**src/rtl/icache_fetch_arbiter_if.sv**
```systemverilog
// Fetch-port bundle between NumReq requesters, the arbiter and the downstream
// instruction-cache port.
`default_nettype none

interface icache_fetch_arbiter_if #(
  parameter int NumReq    = 2,
  parameter int AddrWidth = 32,
  parameter int DataWidth = 32
);
  logic [NumReq-1:0]                in_req_i;
  logic [NumReq-1:0][AddrWidth-1:0] in_addr_i;
  logic [NumReq-1:0]                in_gnt_o;
  logic [NumReq-1:0]                in_rvalid_o;
  logic [NumReq-1:0][DataWidth-1:0] in_rdata_o;
  logic [NumReq-1:0]                in_rerror_o;
  logic                             out_req_o;
  logic [AddrWidth-1:0]             out_addr_o;
  logic                             out_gnt_i;
  logic                             out_rvalid_i;
  logic [DataWidth-1:0]             out_rdata_i;
  logic                             out_rerror_i;

  modport slave (
    input  in_req_i, in_addr_i, out_gnt_i, out_rvalid_i, out_rdata_i, out_rerror_i,
    output in_gnt_o, in_rvalid_o, in_rdata_o, in_rerror_o, out_req_o, out_addr_o
  );

  modport master (
    output in_req_i, in_addr_i, out_gnt_i, out_rvalid_i, out_rdata_i, out_rerror_i,
    input  in_gnt_o, in_rvalid_o, in_rdata_o, in_rerror_o, out_req_o, out_addr_o
  );
endinterface

`default_nettype wire

```
**src/rtl/icache_fetch_arbiter.sv**
```systemverilog
// Round-robin arbiter with locked grant sharing one I-cache fetch port; an ID
// FIFO routes in-order responses back to the requester that issued each fetch.
`default_nettype none

module icache_fetch_arbiter #(
  parameter int NumReq         = 2,
  parameter int AddrWidth      = 32,
  parameter int DataWidth      = 32,
  parameter int MaxOutstanding = 2
) (
  input  logic                   clk_i,
  input  logic                   rst_ni,
  icache_fetch_arbiter_if.slave  bus,
  output logic                   busy_o
);

  localparam int IdxW = (NumReq > 1) ? $clog2(NumReq) : 1;
  localparam int PtrW = (MaxOutstanding > 1) ? $clog2(MaxOutstanding) : 1;
  localparam int CntW = $clog2(MaxOutstanding + 1);
  localparam logic [IdxW-1:0] LastIdx = IdxW'(NumReq - 1);
  localparam logic [PtrW-1:0] LastPtr = PtrW'(MaxOutstanding - 1);
  localparam logic [CntW-1:0] MaxCnt  = CntW'(MaxOutstanding);

  logic [IdxW-1:0] rr_q;
  logic [IdxW-1:0] lock_q;
  logic            locked_q;
  logic [IdxW-1:0] fifo_q [MaxOutstanding];
  logic [PtrW-1:0] wr_ptr_q;
  logic [PtrW-1:0] rd_ptr_q;
  logic [CntW-1:0] count_q;

  logic [IdxW-1:0] winner;
  logic [IdxW-1:0] sel;
  logic [IdxW-1:0] head;
  logic [IdxW-1:0] cand_idx;
  int              cand;
  logic            found;
  logic            fifo_empty;
  logic            fifo_full;
  logic            push;
  logic            pop;
  logic            handshake;

  always_comb begin
    winner   = rr_q;
    found    = 1'b0;
    cand     = 0;
    cand_idx = '0;
    for (int i = 0; i < NumReq; i++) begin
      cand     = (int'(rr_q) + i) % NumReq;
      cand_idx = IdxW'(cand);
      if (!found && bus.in_req_i[cand_idx]) begin
        winner = cand_idx;
        found  = 1'b1;
      end
    end
  end

  assign fifo_empty = (count_q == '0);
  assign head       = fifo_q[rd_ptr_q];
  assign pop        = bus.out_rvalid_i & ~fifo_empty;
  // A same-cycle pop frees a slot, so a full FIFO still accepts a new grant.
  assign fifo_full  = (count_q == MaxCnt) & ~pop;
  assign sel        = locked_q ? lock_q : winner;

  assign bus.out_req_o  = (|bus.in_req_i) & ~fifo_full;
  assign bus.out_addr_o = bus.out_req_o ? bus.in_addr_i[sel] : '0;
  assign handshake      = bus.out_req_o & bus.out_gnt_i;
  assign push           = handshake;
  assign busy_o         = ~fifo_empty;
  assign bus.in_rdata_o = {NumReq{bus.out_rdata_i}};

  always_comb begin
    bus.in_gnt_o    = '0;
    bus.in_rvalid_o = '0;
    bus.in_rerror_o = '0;
    if (handshake) begin
      bus.in_gnt_o[sel] = 1'b1;
    end
    if (pop) begin
      bus.in_rvalid_o[head] = 1'b1;
      bus.in_rerror_o[head] = bus.out_rerror_i;
    end
  end

  always_ff @(posedge clk_i or negedge rst_ni) begin
    if (!rst_ni) begin
      rr_q     <= '0;
      lock_q   <= '0;
      locked_q <= 1'b0;
      wr_ptr_q <= '0;
      rd_ptr_q <= '0;
      count_q  <= '0;
      for (int i = 0; i < MaxOutstanding; i++) begin
        fifo_q[i] <= '0;
      end
    end else begin
      if (handshake) begin
        rr_q     <= (sel == LastIdx) ? '0 : sel + 1'b1;
        locked_q <= 1'b0;
      end else if (bus.out_req_o) begin
        locked_q <= 1'b1;
        lock_q   <= sel;
      end

      if (push) begin
        fifo_q[wr_ptr_q] <= sel;
        wr_ptr_q         <= (wr_ptr_q == LastPtr) ? '0 : wr_ptr_q + 1'b1;
      end
      if (pop) begin
        rd_ptr_q <= (rd_ptr_q == LastPtr) ? '0 : rd_ptr_q + 1'b1;
      end

      case ({push, pop})
        2'b10:   count_q <= count_q + 1'b1;
        2'b01:   count_q <= count_q - 1'b1;
        default: count_q <= count_q;
      endcase
    end
  end

  // Protocol checks on the requester and downstream sides.
  a_lock_hold: assert property (@(posedge clk_i) disable iff (!rst_ni)
    locked_q |-> bus.in_req_i[lock_q]);

  a_no_stray_rvalid: assert property (@(posedge clk_i) disable iff (!rst_ni)
    bus.out_rvalid_i |-> !fifo_empty);

endmodule

`default_nettype wire

```
**src/flat_wrapper.sv**
```systemverilog
// flat-port wrapper written by rule: the top's interface ports become plain ports
module icache_fetch_arbiter_flat 
#(
  parameter int NumReq         = 2,
  parameter int AddrWidth      = 32,
  parameter int DataWidth      = 32,
  parameter int MaxOutstanding = 2
)
  (clk_i, rst_ni, busy_o, bus_in_req_i, bus_in_addr_i, bus_out_gnt_i, bus_out_rvalid_i, bus_out_rdata_i, bus_out_rerror_i, bus_in_gnt_o, bus_in_rvalid_o, bus_in_rdata_o, bus_in_rerror_o, bus_out_req_o, bus_out_addr_o);
  icache_fetch_arbiter_if #(.NumReq(NumReq), .AddrWidth(AddrWidth), .DataWidth(DataWidth)) bus_i ();
  input  logic clk_i;
  input  logic rst_ni;
  output logic busy_o;
  input wire logic [$bits(bus_i.in_req_i)-1:0] bus_in_req_i;
  input wire logic [$bits(bus_i.in_addr_i)-1:0] bus_in_addr_i;
  input wire logic [$bits(bus_i.out_gnt_i)-1:0] bus_out_gnt_i;
  input wire logic [$bits(bus_i.out_rvalid_i)-1:0] bus_out_rvalid_i;
  input wire logic [$bits(bus_i.out_rdata_i)-1:0] bus_out_rdata_i;
  input wire logic [$bits(bus_i.out_rerror_i)-1:0] bus_out_rerror_i;
  output wire logic [$bits(bus_i.in_gnt_o)-1:0] bus_in_gnt_o;
  output wire logic [$bits(bus_i.in_rvalid_o)-1:0] bus_in_rvalid_o;
  output wire logic [$bits(bus_i.in_rdata_o)-1:0] bus_in_rdata_o;
  output wire logic [$bits(bus_i.in_rerror_o)-1:0] bus_in_rerror_o;
  output wire logic [$bits(bus_i.out_req_o)-1:0] bus_out_req_o;
  output wire logic [$bits(bus_i.out_addr_o)-1:0] bus_out_addr_o;
  assign bus_i.in_req_i = bus_in_req_i;
  assign bus_i.in_addr_i = bus_in_addr_i;
  assign bus_i.out_gnt_i = bus_out_gnt_i;
  assign bus_i.out_rvalid_i = bus_out_rvalid_i;
  assign bus_i.out_rdata_i = bus_out_rdata_i;
  assign bus_i.out_rerror_i = bus_out_rerror_i;
  assign bus_in_gnt_o = bus_i.in_gnt_o;
  assign bus_in_rvalid_o = bus_i.in_rvalid_o;
  assign bus_in_rdata_o = bus_i.in_rdata_o;
  assign bus_in_rerror_o = bus_i.in_rerror_o;
  assign bus_out_req_o = bus_i.out_req_o;
  assign bus_out_addr_o = bus_i.out_addr_o;
  icache_fetch_arbiter #(.NumReq(NumReq), .AddrWidth(AddrWidth), .DataWidth(DataWidth), .MaxOutstanding(MaxOutstanding)) u_core (.clk_i(clk_i), .rst_ni(rst_ni), .bus(bus_i), .busy_o(busy_o));
endmodule
```
**config.mk**
```make
export PLATFORM = sky130hd
export DESIGN_NAME = icache_fetch_arbiter_flat
export DESIGN_NICKNAME = d
export VERILOG_FILES = /design/src/rtl/icache_fetch_arbiter_if.sv /design/src/rtl/icache_fetch_arbiter.sv /design/src/flat_wrapper.sv
export SDC_FILE = /design/constraint.sdc
export NUM_CORES = 1
export LEC_CHECK = 0
export CAP_MARGIN = 20
export CORE_UTILIZATION = 25
export DETAILED_ROUTE_END_ITERATION = 6
export MAX_ROUTING_LAYER = met4
export PLACE_DENSITY = 0.85
export SYNTH_ARGS = -nofsm -noshare
export SYNTH_HDL_FRONTEND = slang
export SYNTH_SLANG_ARGS = --single-unit
export TNS_END_PERCENT = 1
```
**constraint.sdc**
```tcl
create_clock -name clk_i -period 4.25 [get_ports clk_i]
set_clock_uncertainty 0.05 [all_clocks]
set_input_delay 0.85 -clock clk_i [delete_from_list [all_inputs] [get_ports clk_i]]
set_output_delay 0.85 -clock clk_i [all_outputs]
set_load 0.05 [all_outputs]
```
==> impl_metrics.env, run 1 <==
export IMPL_ys_flop_type="dfrtp_1"
export IMPL_crit_type="input port to output port"
export IMPL_crit_path_start_kind="input port"
export IMPL_antenna_found_initial=0
export IMPL_fillers=679
export IMPL_cts_path_max_buffers=2
export IMPL_synth_cells=227
export IMPL_first_global_vias=1665
export IMPL_worstMarginPinSlew_ps=598
export IMPL_drtIter0Drc=28
export IMPL_wl_per_cell_um=15.2
export IMPL_grt_max_degree=37
export IMPL_port_buffers=110
export IMPL_diodes=0
export IMPL_ys_types=35
export IMPL_grt_pass1_wl_mm=8.06
export IMPL_avgSynthCellArea_um2=7.60
export IMPL_topRoutingLayerUsed="met4"
export IMPL_max_slew_margin_rel=0.601
export IMPL_wl_met3_um=412
export IMPL_min_period_ps=3510
export IMPL_layout_common_cells="clkdlybuf4s50_1, buf_4, nand2_1"
export IMPL_met2_length_mm=2.71
export IMPL_reg2reg_from="u_core.count_q[0]"
export IMPL_post_route_period_util=0.826
export IMPL_cts_resized=0
export IMPL_layout_commonest_cell="clkdlybuf4s50_1"
export IMPL_synth_top_cell_by_area="buf_4"
export IMPL_arrival_ps=2610
export IMPL_hold_violations=0
export IMPL_die_area_um2=7230
export IMPL_timing_final_ws_setup_ps=741
export IMPL_cap_violations=0
export IMPL_drt_pass1_iterations=3
export IMPL_path_clk_slew_ps=40
export IMPL_regArea_um2=225
export IMPL_core_area_um2=6490
export IMPL_gp_congestion=0.864
export IMPL_synth_area_um2=1720
export IMPL_die_x_um=85.0
export IMPL_tns_ps=0
export IMPL_setup_worst_path_start="bus_in_req_i[0]"
export IMPL_clock_latency_ps=220
export IMPL_hold_path_class="flip-flop to flip-flop"
export IMPL_ant_nets=0
export IMPL_cp_end_kind="output port"
export IMPL_worstPathRequired_ps=3350
export IMPL_htreeDepth=1
export IMPL_peakVddDrop_mv=0.317
export IMPL_finalSetupViolCount=0
export IMPL_grt_usage=0.143
export IMPL_yosys_area_top_type_share=0.283
export IMPL_initial_core_util=0.265
export IMPL_yosysSeqAreaShare=0.131
export IMPL_place_ws_ps=728
export IMPL_synth_edf_count=0
export IMPL_ioPinCount=207
export IMPL_met1_length_mm=1.98
export IMPL_fmax_mhz=285
export IMPL_cts_sinks=9
export IMPL_grt_setup_unrepaired="false"
export IMPL_dp_hpwl_mm=4.05
export IMPL_power_density_nw_per_um2=732
export IMPL_syn_nets=331
export IMPL_netlist_top_cells_area="buf_4, o21ai_2, dfrtp_1"
export IMPL_maxSlewViolCount=0
export IMPL_syn_to_final_growth_pct=33.5
export IMPL_multiInputGateArea_um2=871
export IMPL_drc=0
export IMPL_critPathMaxFanout=36
export IMPL_viasPerCell=4.84
export IMPL_cts_buffers=3
export IMPL_async_flop_share=1.00
export IMPL_vias=1649
export IMPL_cts_hold_buf=0
export IMPL_grt_ovfl_total=0
export IMPL_final_net_count=369
export IMPL_root_buffer="clkbuf_8"
export IMPL_cts_tree="built"
export IMPL_num_rows=29
export IMPL_leakage_nw=0.967
export IMPL_cts_setup_buffers=0
export IMPL_ys_seq_elements=9
export IMPL_die_height_um=85.0
export IMPL_drive_gt1_frac=0.299
export IMPL_holdCritStartpoint="u_core.count_q[1]"
export IMPL_wl_mm=5.17
export IMPL_outcome="finished, final reports clean"
export IMPL_yosysWarnings=0
## worst max-delay path, stage by stage
cell and delay [ps]:
clkdlybuf4s50_1 570, nand2b_1 140, o211ai_4 110, and2_4 560, o21ai_1 150, buf_4 210
## registers in the layout, indices dropped and copies added (netlist names)
name and cells:
u_core.count_q 2, u_core.locked_q 1, u_core.rr_q 1, u_core.lock_q 1
u_core.fifo_q 2, u_core.rd_ptr_q 1, u_core.wr_ptr_q 1
## where the power goes
part	total [mW]	leakage [nW]	switching (mW)	internal (mW)
Combinational	1.42	0.839	0.971	0.451
Clock	0.0949	0.0228	0.0299	0.0650
Sequential	0.167	0.105	0.0384	0.128
Total	1.68	0.967	1.04	0.645
## final timing paths
path | slack, ps | depth (start not counted) | end
worst max-delay path | 740 | 6 | bus_out_addr_o[14]
worst min-delay path | 440 | 1 | u_core.count_q[1]
worst max register to register | 2510 | 5 | u_core.count_q[1]
worst min register to register | 440 | 1 | u_core.count_q[1]
max in group asynchronous | 3010 | 1 | u_core.lock_q
min in group asynchronous | 870 | 1 | u_core.count_q[0]
## kinds of logic after synthesis
kind of cell,synth area share
AND/OR/NAND/NOR,0.262
flip-flops,0.131
XOR/XNOR,0.0254
adder cells (fa/ha/maj),0.00726
multiplexers,0.00581
buffers and inverters,0.367
AO/OA/AOI/OAI,0.202
## final cells by class
class / instances / share of cell area
repair buffers: 114 / 0.459
multi-input cells: 135 / 0.378
flip-flops and latches: 9 / 0.0979
well taps: 77 / 0.0419
clock buffers: 4 / 0.0196
inverters: 2 / 0.00326
## cells in the mapped netlist, types with 2 or more instances
cell       n
xnor2_1    4
nand4_1   32
nand2_1   37
o21a_1     2
o21ai_1    5
buf_4     65
nor2_1     7
and3_1     2
buf_12     3
clkbuf_1   3
dfrtp_1    9
o21ai_2   28
buf_2      8
## layer usage
metal | vias up | global-route usage
li1 | 797 | -
met1 | 735 | 0.150
met2 | 103 | 0.282
met3 | 14 | 0.0175
met4 | 0 | 0.0324
met5 | - | -
## stage by stage
| stage | instances | hold slack, ps | power (mW) | util | cell area (um2) |
|---|---|---|---|---|---|
| finish | 341 | 440 | 1.68 | 0.354 | 2300 |
| global route | 341 | 479 | 1.79 | 0.354 | 2300 |
| CTS | 341 | 445 | 1.70 | 0.354 | 2300 |
| detailed placement | 337 | 428 | 1.60 | 0.347 | 2260 |
| global placement | 337 | 431 | 1.58 | 0.347 | 2260 |
| floorplan | 227 | 408 | 1.43 | - | 1720 |
No activity file was read; power rests on OpenSTA's default activity.
==> run 2, diff against run 1 <==
PLACE_DENSITY = 0.88   (was 0.85)
clock period = 2.95 ns   (was 4.25 ns; I/O delays follow)
==> impl_metrics.env, run 2 (synthesis results as in run 1) <==
export IMPL_outcome="finished, final reports clean"
export IMPL_cts_hold_buf=0
export IMPL_critPathMaxFanout=22
export IMPL_vias=1654
export IMPL_die_area_um2=7230
export IMPL_place_ws_ps=131
export IMPL_drt_pass1_iterations=4
export IMPL_cts_tree="built"
export IMPL_max_slew_margin_rel=0.673
export IMPL_drc=0
export IMPL_min_period_ps=2820
export IMPL_die_height_um=85.0
export IMPL_root_buffer="clkbuf_8"
export IMPL_grt_pass1_wl_mm=7.46
export IMPL_htreeDepth=1
export IMPL_power_total_mw=2.54
export IMPL_maxSlewViolCount=0
export IMPL_drtIter0Drc=50
export IMPL_first_global_vias=1660
export IMPL_cts_buffers=3
export IMPL_hold_violations=0
export IMPL_die_x_um=85.0
export IMPL_crit_path_start_kind="input port"
export IMPL_grt_max_degree=45
export IMPL_cts_sinks=9
export IMPL_grt_ovfl_total=0
export IMPL_cts_resized=0
export IMPL_max_stage_delay_ps=580
export IMPL_finalSetupViolCount=0
export IMPL_largestRegisters="u_core.count_q (2), u_core.fifo_q (2)"
export IMPL_final_net_count=372
export IMPL_tns_ps=0
export IMPL_grt_setup_unrepaired="false"
export IMPL_post_route_period_util=0.955
export IMPL_clock_latency_ps=230
export IMPL_antenna_found_initial=0
export IMPL_gp_congestion=0.802
export IMPL_cp_cell_sequence="clkdlybuf4s50_1 > nor2b_4 > o211ai_4 > buf_4 > nand2_1 > nor2_1 > buf_12"
export IMPL_cpMaxStageDelayCell="clkdlybuf4s50_1"
export IMPL_path_clk_slew_ps=40
export IMPL_swShare=0.600
export IMPL_leakage_nw=1.01
export IMPL_fmax_mhz=355
export IMPL_fillers=663
export IMPL_power_density_nw_per_um2=1060
export IMPL_grt_usage=0.130
export IMPL_p_int_mw=1.02
export IMPL_worstMarginPinSlew_ps=488
export IMPL_num_rows=29
export IMPL_cp_end_kind="output port"
export IMPL_diodes=0
export IMPL_layout_common_cells="clkdlybuf4s50_1, buf_4, nand2_1"
export IMPL_arrival_ps=2180
export IMPL_port_buffers=110
export IMPL_pwr_share_clk=0.055
export IMPL_cts_setup_buffers=0
export IMPL_power_frac_seq=0.096
export IMPL_timing_final_ws_setup_ps=132
export IMPL_ant_nets=0
export IMPL_cap_violations=0
export IMPL_crit_type="input port to output port"
export IMPL_dp_hpwl_mm=3.72
export IMPL_viasPerCell=4.81
export IMPL_hold_path_class="flip-flop to flip-flop"
export IMPL_syn_to_final_growth_pct=38.5
export IMPL_worstPathRequired_ps=2310
export IMPL_layout_commonest_cell="clkdlybuf4s50_1"
export IMPL_switching_power_mw=1.52
export IMPL_peakVddDrop_mv=0.508
export IMPL_pwr_share_comb=0.849
export IMPL_initial_core_util=0.265
export IMPL_wl_per_cell_um=13.5
export IMPL_wl_mm=4.65
export IMPL_drive_gt1_frac=0.322
export IMPL_cts_path_max_buffers=2
export IMPL_core_area_um2=6490
export IMPL_ioPinCount=207
-- run 2: cell types whose count changed in the layout (fill, tap and decap cells not counted), sizes merged --
cell	delta
buf	+7
clkdlybuf4s50	-4
-- run 2: cell type report --
class | instances | area [um2] | share of cell area
Timing Repair Buffer | 117 | 1140 | 0.479
Sequential cell | 9 | 225 | 0.0943
Clock buffer | 4 | 45.0 | 0.0189
Tap cell | 77 | 96.3 | 0.0403
Inverter | 2 | 7.51 | 0.00314
Multi-Input combinational cell | 135 | 871 | 0.365
-- run 2: final timing paths --
check | start | end | slack (ps) | cells after the start
hold reg to reg | u_core.rd_ptr_q | u_core.rd_ptr_q | 450 | 1
hold / removal | u_core.rd_ptr_q | u_core.rd_ptr_q | 450 | 1
min in group asynchronous | rst_ni | u_core.fifo_q[1] | 600 | 1
setup / recovery | bus_in_req_i[0] | bus_in_gnt_o[0] | 130 | 7
max in group asynchronous | rst_ni | u_core.wr_ptr_q | 1980 | 1
setup reg to reg | u_core.count_q[0] | u_core.count_q[1] | 1150 | 5
-- run 2: worst max-delay path: cells and delay by family --
kind | cells | cell delay (ps)
buffers and inverters | 3 | 1030
AND/OR/NAND/NOR | 3 | 380
AO/OA/AOI/OAI | 1 | 170
-- run 2: per-stage QoR --
| step | util | area [um2] | instances | hold WS (ps) |
|---|---|---|---|---|
| global route | 0.368 | 2390 | 344 | 460 |
| global placement | 0.361 | 2340 | 340 | 432 |
| detailed placement | 0.361 | 2340 | 340 | 443 |
| finish | 0.368 | 2390 | 344 | 448 |
| CTS | 0.368 | 2390 | 344 | 448 |
| floorplan | - | 1720 | 227 | 244 |
-- run 2: routing by layer --
| layer | GRT usage | share of wire |
|---|---|---|
| met3 | 0.0185 | 0.075 |
| met4 | 0.0678 | 0.038 |
| met1 | 0.128 | 0.36 |
| met5 | - | 0 |
| met2 | 0.245 | 0.52 |
-- run 2: power by group through the flow --
stage,Sequential (mW),Clock (mW),Combinational [mW]
6_report,0.244,0.140,2.16
5_1_grt,0.250,0.149,2.28
4_1_cts,0.244,0.143,2.18
3_5_place_dp,0.245,0,2.17
3_3_place_gp,0.238,0,2.13
2_1_floorplan,0.230,0,1.83
==> run 3, diff against run 2 <==
CORE_MARGIN = 5   (was default)
==> impl_metrics.env, run 3 (synthesis results as in run 1) <==
export IMPL_first_global_vias=1718
export IMPL_final_net_count=374
export IMPL_layout_commonest_cell="clkdlybuf4s50_1"
export IMPL_post_route_period_util=0.957
export IMPL_path_clk_slew_ps=40
export IMPL_drt_pass1_iterations=6
export IMPL_viasPerCell=4.79
export IMPL_worstMarginPinSlew_ps=494
export IMPL_hold_path_class="flip-flop to flip-flop"
export IMPL_critPathMaxFanout=20
export IMPL_num_rows=30
export IMPL_initial_core_util=0.255
export IMPL_gp_congestion=0.715
export IMPL_core_area_um2=6760
export IMPL_port_buffers=110
export IMPL_die_x_um=93.0
export IMPL_power_total_mw=2.57
export IMPL_max_slew_margin_rel=0.670
export IMPL_hold_violations=0
export IMPL_syn_to_final_growth_pct=40.6
export IMPL_grt_ovfl_total=0
export IMPL_cts_resized=0
export IMPL_dp_hpwl_mm=4.29
export IMPL_finalSetupViolCount=0
export IMPL_final_area_um2=2420
export IMPL_largestRegisters="u_core.count_q (2), u_core.fifo_q (2)"
export IMPL_crit_path_start_kind="input port"
export IMPL_arrival_ps=2180
export IMPL_drive_gt1_frac=0.327
export IMPL_htreeDepth=1
export IMPL_cap_violations=0
export IMPL_dp_cells=345
export IMPL_die_height_um=93.0
export IMPL_peakVddDrop_mv=0.443
export IMPL_cts_hold_buf=0
export IMPL_ant_nets=0
export IMPL_clock_latency_ps=230
export IMPL_outcome="finished, final reports clean"
export IMPL_fillers=703
export IMPL_layout_common_cells="clkdlybuf4s50_1, buf_4, nand2_1"
export IMPL_cts_sinks=9
export IMPL_cts_tree="built"
export IMPL_ioPinCount=207
export IMPL_cts_path_max_buffers=2
export IMPL_leakage_nw=1.03
export IMPL_crit_type="input port to output port"
export IMPL_instances_no_fill=349
export IMPL_topRoutingLayerUsed="met4"
export IMPL_met1_length_mm=1.74
export IMPL_drc=0
export IMPL_worstPathRequired_ps=2310
export IMPL_diodes=0
export IMPL_wl_per_cell_um=15.0
export IMPL_grt_max_degree=27
export IMPL_antenna_found_initial=0
export IMPL_drtIter0Drc=25
export IMPL_vias=1670
export IMPL_fmax_mhz=354
export IMPL_place_area_um2=2370
export IMPL_regArea_um2=225
export IMPL_cts_buffers=3
export IMPL_die_area_um2=8660
export IMPL_wl_mm=5.22
export IMPL_multiInputGateArea_um2=871
export IMPL_grt_usage=0.115
export IMPL_maxSlewViolCount=0
export IMPL_met2_length_mm=2.78
export IMPL_cts_setup_buffers=0
export IMPL_wl_met3_um=500
export IMPL_root_buffer="clkbuf_8"
export IMPL_min_period_ps=2820
export IMPL_cp_end_kind="output port"
export IMPL_power_density_nw_per_um2=1060
export IMPL_grt_pass1_wl_mm=7.97
-- run 3: layer usage --
metal  GRT usage  vias up
met4      0.0586        0
met1       0.106      743
met3      0.0257       21
met5           -        -
met2       0.222       95
li1            -      811
-- run 3: worst paths after layout --
kind / from / end / slack, ps / cells after the start
min reg2reg: u_core.locked_q / u_core.locked_q / 460 / 1
min: u_core.locked_q / u_core.locked_q / 460 / 1
max in group asynchronous: rst_ni / u_core.fifo_q[0] / 1990 / 1
max: bus_in_req_i[0] / bus_out_addr_o[22] / 130 / 7
min in group asynchronous: rst_ni / u_core.count_q[1] / 600 / 1
max reg2reg: u_core.count_q[0] / u_core.count_q[1] / 1180 / 5
-- run 3: report_power, final --
| part | switching, mW | internal [mW] | leakage [nW] | total, mW |
|---|---|---|---|---|
| registers | 0.0581 | 0.185 | 0.105 | 0.243 |
| clock network | 0.0435 | 0.0937 | 0.0228 | 0.137 |
| logic | 1.43 | 0.761 | 0.902 | 2.19 |
| total | 1.53 | 1.04 | 1.03 | 2.57 |
-- run 3: layout make-up --
type	instances	share of cell area
clock buffers	4	0.0186
inverters	2	0.00310
multi-input cells	135	0.359
flip-flops and latches	9	0.0929
well taps	80	0.0413
repair buffers	119	0.485
-- run 3: worst max-delay path: stages --
cell	delay (ps)
clkdlybuf4s50_1	570
nor2_1	120
nor2_4	190
buf_4	260
nand4_1	150
o21ai_2	80
buf_4	210
-- run 3: metrics by stage --
stage	TNS (ps)	util	hold slack (ps)	worst slack, ps
6_report	0	0.359	461	126
3_3_place_gp	0	0.351	431	149
5_1_grt	-0.311	0.359	465	-0.311
2_1_floorplan	0	-	244	394
4_1_cts	0	0.358	465	111
3_5_place_dp	0	0.351	456	117
==> edit (config.mk and constraints of run 3) <==
`AddrWidth` is set to 32 in 3 places; all go to 48.
--- a/src/rtl/icache_fetch_arbiter_if.sv
+++ b/src/rtl/icache_fetch_arbiter_if.sv
@@ -4,7 +4,7 @@
 
 interface icache_fetch_arbiter_if #(
   parameter int NumReq    = 2,
-  parameter int AddrWidth = 32,
+  parameter int AddrWidth = 48,
   parameter int DataWidth = 32
 );
   logic [NumReq-1:0]                in_req_i;
--- a/src/rtl/icache_fetch_arbiter.sv
+++ b/src/rtl/icache_fetch_arbiter.sv
@@ -4,7 +4,7 @@
 
 module icache_fetch_arbiter #(
   parameter int NumReq         = 2,
-  parameter int AddrWidth      = 32,
+  parameter int AddrWidth      = 48,
   parameter int DataWidth      = 32,
   parameter int MaxOutstanding = 2
 ) (
--- a/src/flat_wrapper.sv
+++ b/src/flat_wrapper.sv
@@ -2,7 +2,7 @@
 module icache_fetch_arbiter_flat 
 #(
   parameter int NumReq         = 2,
-  parameter int AddrWidth      = 32,
+  parameter int AddrWidth      = 48,
   parameter int DataWidth      = 32,
   parameter int MaxOutstanding = 2
 )
Interface: changed (resized bus_in_addr_i and bus_out_addr_o); port bits go from 207 to 255. The function was not compared with the original's and may differ.
==> edit against run 3 <==
  * Sequential share of layout area fell by 2.4 points
  * Power rose by 36%
  * Synthesized area rose by 24%
  * Worst setup slack improved by 0.027 ns
  * Final area rose by 34%
  * Sequential cell count did not move
  * Largest cell class unchanged
  * Count of clock-buffer cells in the layout did not move
  * First-iteration DRC count rose to 2.9 times the old value
  * Wire length rose by 55%
  * Register-to-register slack got worse by 0.02 ns
==> edit: results (changes against run 3) <==
status:
  status: "completed"
synthesis:
  synthAdderAreaFrac: 0.00587  # -0.00139
  seq_area_frac_synth: 0.106  # -0.0250
  synthesis.nets: 420  # +27%
  synth_compound_gate_area_share: 0.236  # +0.0342
  netlist_top_cells_count: "buf_4 (65), nand2_1 (53), nand4_1 (48), o21ai_2 (48), buf_2 (12)"
  yosys-mux-area-fraction: 0.00469  # -0.00111
  ys_top_cells_by_area: "buf_4 (23%), o21ai_2 (20%), nand4_1 (14%)"
  synth_xor_area_frac: 0.0205  # -0.00486
pwr:
  p_leak_nw: 1.38  # +34%
  p_sw_frac: 0.621  # +0.0251
  irDropWorstVdd_mv: 0.601  # +36%
layout:
  fillCellCount: 827  # +18%
  drive_above_1_share: 0.341  # +0.0135
  instances_no_fill: 469  # +34%
route:
  dr.pass1.iters: 4  # -2
  drt_iter0_markers: 73  # +190%
  avgViaCountPerCell: 4.89  # +2.3%
  drt-total-wl_um: 8080  # +55%
worst_setup_path:
  critPathArrivalTime_ns: 2.16  # -0.02 ns
  cpPeakStageDelay_ns: 0.45  # -0.12 ns
  crit_path_max_fanout: 17  # -15%
  crit_start: "bus_in_req_i[1]"
grt:
  grt_pass1_wl_um: 11600  # +45%
  grt_pass1_vias: 2322  # +35%
  grt_usage: 0.140  # +0.0247
placement:
  port-buffer-count: 158  # +44%
  hpwl_um: 6520  # +52%
  post_dp_cell_area_um2: 3210  # +35%
  place.gp.congestion: 0.780  # +9.1%
  post-place-ws_ns: 0.0991  # -0.0180 ns
sta:
  tightestPinTransition_ns: 0.515  # +0.0208 ns
edit: per-layer routing:
layer,GRT usage,part of all wire,up-vias
met4,0.0252,0.011,0
met2,0.252,0.51,163
met3,0.0307,0.11,13
met1,0.160,0.37,1019
li1,-,-,1100
met5,-,0,-
edit: cell type report:
cell class,count,share of cell area
Timing Repair Buffer,166,0.509
Multi-Input combinational cell,183,0.365
Sequential cell,9,0.0692
Tap cell,105,0.0404
Clock buffer,4,0.0138
Inverter,2,0.00231
edit: worst min path at each step:
stage	slack, ns	end	start
floorplan	0.24	u_core.count_q[0]	rst_ni
finish	0.44	u_core.rd_ptr_q	u_core.rd_ptr_q
global placement	0.44	u_core.rd_ptr_q	u_core.rd_ptr_q
global route	0.46	u_core.rd_ptr_q	u_core.rd_ptr_q
detailed placement	0.44	u_core.rd_ptr_q	u_core.rd_ptr_q
CTS	0.44	u_core.rd_ptr_q	u_core.rd_ptr_q
edit: what timing repair did:
action	in CTS	in global routing
resized for setup	0	1
setup buffers	0	0
endpoints found under the setup margin	0	1
edit: power by group through the flow:
stage          Sequential [mW]  Clock (mW)  Combinational [mW]
2_1_floorplan            0.230           0                2.52
3_3_place_gp             0.244           0                3.08
3_5_place_dp             0.249           0                3.12
4_1_cts                  0.248       0.143                3.13
5_1_grt                  0.258       0.148                3.26
6_report                 0.246       0.141                3.10
edit: cells by family after synthesis:
family | after synthesis
DFF | 9
xor gates and xnor gates | 5
buffers and inverters | 92
and+or+nand+nor | 119
muxes | 1
adders and majority gates | 1
AOI/OAI and AO/OA | 57
